$ cat config.mk
export PLATFORM = sky130hd
export DESIGN_NAME = led_pulse_display
export DESIGN_NICKNAME = d
export VERILOG_FILES = /design/src/rtl/led_display_pkg.sv /design/src/rtl/led_channel_timer.sv /design/src/rtl/led_pulse_display.sv
export SDC_FILE = /design/constraint.sdc
export NUM_CORES = 1
export LEC_CHECK = 0
export CAP_MARGIN = 5
export CORE_MARGIN = 3
export CORE_UTILIZATION = 43
export DETAILED_ROUTE_END_ITERATION = 10
export SLEW_MARGIN = 20
export SYNTH_ARGS = -nofsm -noshare
export SYNTH_HDL_FRONTEND = slang
export SYNTH_SLANG_ARGS = --single-unit
$ cat constraint.sdc
create_clock -name clk -period 2.15 [get_ports clk]
set_clock_uncertainty 0.15 [all_clocks]
set_input_delay 0.43 -clock clk [delete_from_list [all_inputs] [get_ports clk]]
set_output_delay 0.43 -clock clk [all_outputs]
set_load 0.01 [all_outputs]
$ cat src/rtl/led_display_pkg.sv
// Shared mode encodings and helpers for the LED display driver family.
package led_display_pkg;

    typedef logic [1:0] mode_t;

    localparam mode_t MODE_LATCH = 2'b00;
    localparam mode_t MODE_PULSE = 2'b01;
    localparam mode_t MODE_BLINK = 2'b10;

    // Encoding 2'b11 has no mode of its own and behaves as LATCH.
    function automatic mode_t effective_mode(input mode_t m);
        return (m == MODE_PULSE || m == MODE_BLINK) ? m : MODE_LATCH;
    endfunction

    function automatic logic is_timed(input mode_t m);
        return (m == MODE_PULSE) || (m == MODE_BLINK);
    endfunction

endpackage

$ cat src/rtl/led_channel_timer.sv
// One LED channel countdown: load restarts at HOLD_CYCLES, counts to zero and stops.
module led_channel_timer #(
    parameter int HOLD_CYCLES = 8,
    localparam int TW = $clog2(HOLD_CYCLES + 1)
) (
    input  logic          clk,
    input  logic          rst,
    input  logic          load,
    input  logic          clr,
    output logic [TW-1:0] count,
    output logic          active
);

    // Load wins over decrement so a re-strobe restarts a full hold period.
    always_ff @(posedge clk) begin
        if (rst || clr) begin
            count <= '0;
        end else if (load) begin
            count <= TW'(HOLD_CYCLES);
        end else if (count != '0) begin
            count <= count - 1'b1;
        end
    end

    assign active = (count != '0);

endmodule

$ cat src/rtl/led_pulse_display.sv
// Keypad-index to LED-bank driver with LATCH, PULSE and BLINK modes.
// Define LED_HIT_COUNT_EN to build the saturating accepted-strobe counter.
module led_pulse_display
    import led_display_pkg::*;
#(
    parameter int NUM_LEDS    = 10,
    parameter int IDX_W       = 4,
    parameter int HOLD_CYCLES = 8,
    parameter int BLINK_HALF  = 4,
    parameter int CNT_W       = 8
) (
    input  logic                clk,
    input  logic                rst,
    input  logic [IDX_W-1:0]    num,
    input  logic                num_valid,
    input  logic [1:0]          mode,
    input  logic                clear,
    output logic [NUM_LEDS-1:0] led,
    output logic                busy,
    output logic [CNT_W-1:0]    hit_count
);

    localparam int TW = $clog2(HOLD_CYCLES + 1);
    localparam int PW = (BLINK_HALF > 1) ? $clog2(BLINK_HALF) : 1;

    mode_t               mode_q;
    mode_t               cur_mode;
    logic                mode_chg;
    logic                flush;
    logic                accept;
    logic                in_range;
    logic [NUM_LEDS-1:0] onehot;
    logic [NUM_LEDS-1:0] load_vec;
    logic [NUM_LEDS-1:0] act;
    logic [NUM_LEDS-1:0] busy_vec;
    logic [NUM_LEDS-1:0] latch_q;
    logic [PW-1:0]       presc_q;
    logic                phase_q;
    logic [TW-1:0]       cnt [NUM_LEDS];

    // A mode change acts as a clear, and either one swallows a same-cycle strobe.
    assign mode_chg = (mode != mode_q);
    assign flush    = clear || mode_chg;
    assign accept   = num_valid && !flush;
    assign in_range = ({1'b0, num} < (IDX_W + 1)'(NUM_LEDS));
    assign cur_mode = effective_mode(mode_q);

    always_comb begin
        onehot = '0;
        for (int i = 0; i < NUM_LEDS; i++) begin
            if (num == IDX_W'(i)) onehot[i] = 1'b1;
        end
    end

    assign load_vec = (accept && in_range && is_timed(mode_q)) ? onehot : '0;

    always_ff @(posedge clk) begin
        if (rst) begin
            mode_q <= MODE_LATCH;
        end else begin
            mode_q <= mode;
        end
    end

    always_ff @(posedge clk) begin
        if (rst || flush) begin
            presc_q <= '0;
            phase_q <= 1'b0;
        end else if (presc_q == PW'(BLINK_HALF - 1)) begin
            presc_q <= '0;
            phase_q <= ~phase_q;
        end else begin
            presc_q <= presc_q + 1'b1;
        end
    end

    // Out-of-range strobes in LATCH blank the bank rather than being ignored.
    always_ff @(posedge clk) begin
        if (rst || flush) begin
            latch_q <= '0;
        end else if (accept && cur_mode == MODE_LATCH) begin
            latch_q <= in_range ? onehot : '0;
        end
    end

    for (genvar g = 0; g < NUM_LEDS; g++) begin : g_chan
        led_channel_timer #(
            .HOLD_CYCLES(HOLD_CYCLES)
        ) u_timer (
            .clk    (clk),
            .rst    (rst),
            .load   (load_vec[g]),
            .clr    (flush),
            .count  (cnt[g]),
            .active (act[g])
        );
        assign busy_vec[g] = (cnt[g] != '0);
    end

    always_comb begin
        case (cur_mode)
            MODE_PULSE: led = act;
            MODE_BLINK: led = act & {NUM_LEDS{phase_q}};
            default:    led = latch_q;
        endcase
    end

    assign busy = |busy_vec;

`ifdef LED_HIT_COUNT_EN
    logic [CNT_W-1:0] hit_q;

    // Cleared by clear but deliberately kept across mode changes.
    always_ff @(posedge clk) begin
        if (rst || clear) begin
            hit_q <= '0;
        end else if (accept && in_range && hit_q != {CNT_W{1'b1}}) begin
            hit_q <= hit_q + 1'b1;
        end
    end

    assign hit_count = hit_q;
`else
    assign hit_count = '0;
`endif

endmodule

Yosys cells after proc, flatten, opt, wreduce, memory -nomap -nowiden
Index checks and enable logic that the tools add are counted.
Word-level totals
  output and inout port bits: 19
  input bits: 10
  bits in registers: 55
  logic and storage cells: 129
Cells by class
  reduce and logical (&&, ||, !) cells: 42
  equality and inequality tests: 15
  bitwise operators: 2
  add/sub/neg operators: 11
  muxes and demuxes: 34
  magnitude comparators: 1
Operators by type and width (count)
  2-to-1 mux 4 bit: 20
  nonzero test 4 bit: 10
  subtractor 4 x 1 -> 4 bit (second input constant): 10
  OR reduction 2 bit: 11
  2-to-1 mux 10 bit: 2
  case mux 10 bit (2 select lines): 1
  nonzero test 2 bit: 10
  equality test 4 x 3 -> 1 bit (second input constant): 4
  bitwise AND 10 bit: 1
  2-to-1 mux 1 bit: 10
  OR reduction 10 bit: 1
  equality test 4 x 2 -> 1 bit (second input constant): 2
  equality test 4 bit (second input constant): 2
  equality test 2 bit (second input constant): 3
  equality test 2 x 1 -> 1 bit (second input constant): 2
  equality test 4 x 1 -> 1 bit (second input constant): 1
  logical AND 1 bit: 4
  zero test 4 bit: 1
  less-than comparator 4 bit (second input constant): 1
  logical OR 1 bit: 3
  adder 2 x 1 -> 2 bit (second input constant): 1
  zero test 2 bit: 1
  2-to-1 mux 2 bit: 1
  inequality test 2 bit: 1
  other kinds (2): 2

Longest topological paths before layout
  depth after elaboration: 8
  gate-level depth with buffers: 7
  mapped depth without buffers: 5

Cells and area by module
From an unflattened synthesis, not the netlist that was laid out.
Second synthesis, totals
  cells, all modules: 343
  area, all modules: 3055.4 sq um
Modules (own cells, without submodules)
  led_channel_timer: times used 10, cells each 22, seq. area each 80.1 sq um, area each 205.2 sq um
  led_pulse_display: times used 1, cells each 123, seq. area each 300.3 sq um, area each 1003.5 sq um

Worst setup path after synthesis
No wires, ideal clock.
  path kind: register -> output
  start: register g_chan[5].u_timer.count[0]
  end: output busy
  setup slack: 0.138 ns
  required time: 1.570 ns
  buffers on the path: 1
  cell stages (with the launch flop): 7
  data arrival time: 1.432 ns
  cell sequence: dfxtp_1 > inv_1 > ha_1 > or3b_1 > buf_2 > nor4_1 > nand3_1
Between the ends
  word-level cells in the longest chain between the ends: 2
Ends and longest elaborated chain
  from (decl): RTL line led_channel_timer.sv:10  | output logic [TW-1:0] count,
  from (signal assigned): RTL line led_channel_timer.sv:19  | count <= TW'(HOLD_CYCLES);
  from (signal assigned): RTL line led_channel_timer.sv:21  | count <= count - 1'b1;
  nonzero test 4 bit: RTL line led_pulse_display.sv:97  | assign busy_vec[g] = (cnt[g] != '0);
  OR reduction 10 bit: RTL line led_pulse_display.sv:108  | assign busy = |busy_vec;
  to (decl): RTL line led_pulse_display.sv:19  | output logic busy,
No other way between the ends.

Worst setup path after layout
Same ends and word-level chain as after synthesis.

==> results by group <==
Run status
  – Status: finished with violations
  – Failing checks: negative setup slack

Global route
  – Initial antenna violation count: 0
  – Vias in the first global route: 2,514
  – GR Util All Layers: 18.56%
  – Pin count of the biggest net entering global routing: 25
  – Grt total ovfl: 0
  – First-pass GRT wire length: 11,210 um

Synthesis
  – Average size of a mapped cell: 9.083 um^2
  – YS warnings: 0
  – Sequential element share of the synthesized area: 38.85%
  – Primary FF master, synth: dfxtp_1
  – Library cells used by synthesis: 37
  – Mapped Area: 0.002834 mm^2
  – Number of synthesized flops with an enable pin: 0
  – FF+latch count, synth: 55
  – Mapped Cells: 312
  – Synth async-reset ratio: 0%

Clock tree
  – H-Tree Depth: 2
  – Worst-Skew Late Latency: 310 ps
  – # clock sinks: 55
  – CTS tree: built
  – Clk pin slew, worst setup/hold paths: 90 ps
  – CTS buffer count: 5
  – Clock buffer depth: 2
  – CTS root buf: clkbuf_8
  – # hold bufs at CTS: 0

Drt
  – Via count: 2,464
  – Final WL: 6520 um
  – First-pass iteration count of the detailed router: 4
  – Via density: 5.029
  – Routed Antenna Nets: 0
  – Avg WL per Cell: 13.31 um
  – DR iter-0 viols: 59
  – Drt drc: 0

Cells and area
  – Finished Layout Cells: 490
  – Area grow syn2layout: 44.42%
  – Diodes inserted: 0
  – Layout cells sized above 1: 45.78%
  – Final net count: 437
  – Most frequent cells in the layout: buf_4, dfxtp_1, nand2_1, nor2_1, inv_2
  – Most common cell after layout, fill and taps aside: buf_4

Timing
  – Final Max Tran Viols: 0
  – Final min period: 2407 ps
  – Setup violators final: 9
  – RSZ-0062 raised after global routing: yes
  – Tcrit/Tclk final: 111.9%
  – Max Fclk: 415.5 MHz
  – Final WS setup: -256.8 ps
  – Count of final hold-check violations: 0

Setup path
  – WS Path Type: reg2out
  – CP arrival: 1830 ps
  – Crit Reg-Reg Startpoint: mode_q[0]
  – Crit path depth: 7
  – Worst setup endpoint: busy
  – Flop-to-flop setup slack: 230 ps
  – CP startpoint: g_chan[5].u_timer.count[0]
  – Worst setup EP type: output port
  – Slowest stage cell, crit path: or3b_4
  – Crit path max fanout: 2
  – Crit path buf inv count: 3
  – Family with the most delay on the worst path: simple AND/OR/NAND/NOR gates
  – CP Data Required Time: 1570 ps
  – CP peak stage delay: 380 ps
  – Reg2reg end: g_chan[7].u_timer.count[2]
  – CP Cell Sequence: inv_2 -> ha_4 -> or3b_4 -> nor4_2 -> buf_4 -> nand3_4 -> buf_6
  – Critical Path Start Type: flip-flop
  – Reg2reg path depth: 8

Floorplan
  – Total core area: 0.006166 mm^2
  – Die area: 0.007600 mm^2
  – Initial Util: 45.96%
  – Die Ht: 87.18 um
  – # IOs: 29
  – Die X: 87.18 um
  – Row cnt: 28

Power
  – LEAKAGE: 1.760 nW
  – Final Power: 1.797 mW
  – Comb power frac: 8.3%
  – Clk pwr share: 34.7%
  – Max VDD drop: 0.3332 mV
  – Sw Pwr: 412.1 uW
  – Internal: 1.385 mW
  – Flop pwr share: 57.0%
  – Sw Share: 22.93%
  – Power Dens Cells: 439.2 mW/mm^2

Run
  – MaxCap Viol Count: 0

Placed design
  – I/O Buffers: 20
  – Cells after DPL: 461
  – Placer Congestion: 0.7533
  – Hpwl dp: 4612 um

Min path
  – Worst hold path type: reg2reg
==> timing repair <==
action                     4_1_cts  5_1_grt
gates resized for setup        127       10
pin swaps                       20        6
setup endpoints to repair       11       11
buffers inserted                15        6
==> synth_stat cells (all sizes together), types with 5 or more instances <==
library cell	count	area (um^2)
a21oi	13	65.06
a22o	10	88.84
a22oi	6	45.04
and3	17	106.4
buf	17	111.4
clkbuf	10	37.54
dfxtp	55	1101
ha	13	162.7
inv	22	82.58
mux2i	18	180.2
nand2	27	101.4
nand3	6	30.03
nor2	26	97.59
nor2b	5	31.28
nor3	15	75.07
o2111a	8	90.09
or3b	11	96.34
xnor2	13	113.9
==> through the flow <==
step | hold slack [ps] | utilization [%] | setup WS (ps) | area [um^2] | setup TNS (ps)
global placement | 262.7 | 58.36 | -314.5 | 3598 | -1789
CTS | 282.5 | 65.02 | -266.9 | 4009 | -1032
global route | 320.1 | 66.38 | -350.0 | 4093 | -1636
finish | 277.9 | 66.38 | -256.8 | 4093 | -1024
floorplan | 254.3 | - | 138.1 | 2860 | 0
detailed placement | 269.0 | 58.36 | -317.9 | 3598 | -1823
==> sequential cells by signal, indices dropped and copies added, names as in the netlist <==
name                  cells
g_chan.u_timer.count     40
phase_q                   1
presc_q                   2
mode_q                    2
latch_q                  10
==> logic make-up after synthesis <==
| group | Yosys count | share of synthesized area [%] |
|---|---|---|
| DFF | 55 | 38.85 |
| buffers and inverters | 49 | 8.168 |
| muxes | 20 | 7.152 |
| adders and majority gates | 13 | 5.740 |
| and+or+nand+nor | 120 | 23.62 |
| other | 1 | 0.1323 |
| xor gates and xnor gates | 13 | 4.018 |
| AOI/OAI and AO/OA | 41 | 12.32 |
==> layer usage <==
metal  vias up  part of all wire [%]  GRT usage, %  routed length [um]
met1      1143                    46         23.22                3011
met4         0                   1.1         5.021                  74
met3         7                   2.9         3.217                 190
li1       1278                     -             -                   -
met2        36                    50         32.78                3243
met5         -                     0             0                   0
==> worst min-delay path by stage <==
stage          cells after the start  slack [ps]    endpoint  startpoint
2_1_floorplan                      1         250  presc_q[0]  presc_q[0]
3_3_place_gp                       1         260  presc_q[0]  presc_q[0]
3_5_place_dp                       1         270  presc_q[0]  presc_q[0]
4_1_cts                            1         280  presc_q[0]  presc_q[0]
5_1_grt                            1         320  presc_q[0]  presc_q[0]
6_report                           1         280  presc_q[0]  presc_q[0]
==> worst register-to-register path, delay by kind of cell, from the launching register on <==
kind	cells	cell delay, ps
adders and majority gates	1	250
buffers and inverters	4	510
and+or+nand+nor	3	570
DFF	1	350
==> layout make-up <==
class / instances / area [um^2]
Clock buffer: 8 / 100.1
Fill cell: 520 / 2073
Inverter: 22 / 82.58
Multi-Input combinational cell: 215 / 1744
Sequential cell: 55 / 1126
Tap cell: 75 / 93.84
Timing Repair Buffer: 115 / 945.9
==> power by group through the flow <==
stage          Combinational [mW]  Sequential [mW]  Clock, mW
2_1_floorplan              0.0743             1.05          0
3_3_place_gp                0.133             1.05          0
3_5_place_dp                0.135             1.05          0
4_1_cts                     0.145             1.02      0.642
5_1_grt                     0.162             1.03      0.687
6_report                    0.149             1.02      0.624
Note: power is estimated with default switching activity, not from simulation.
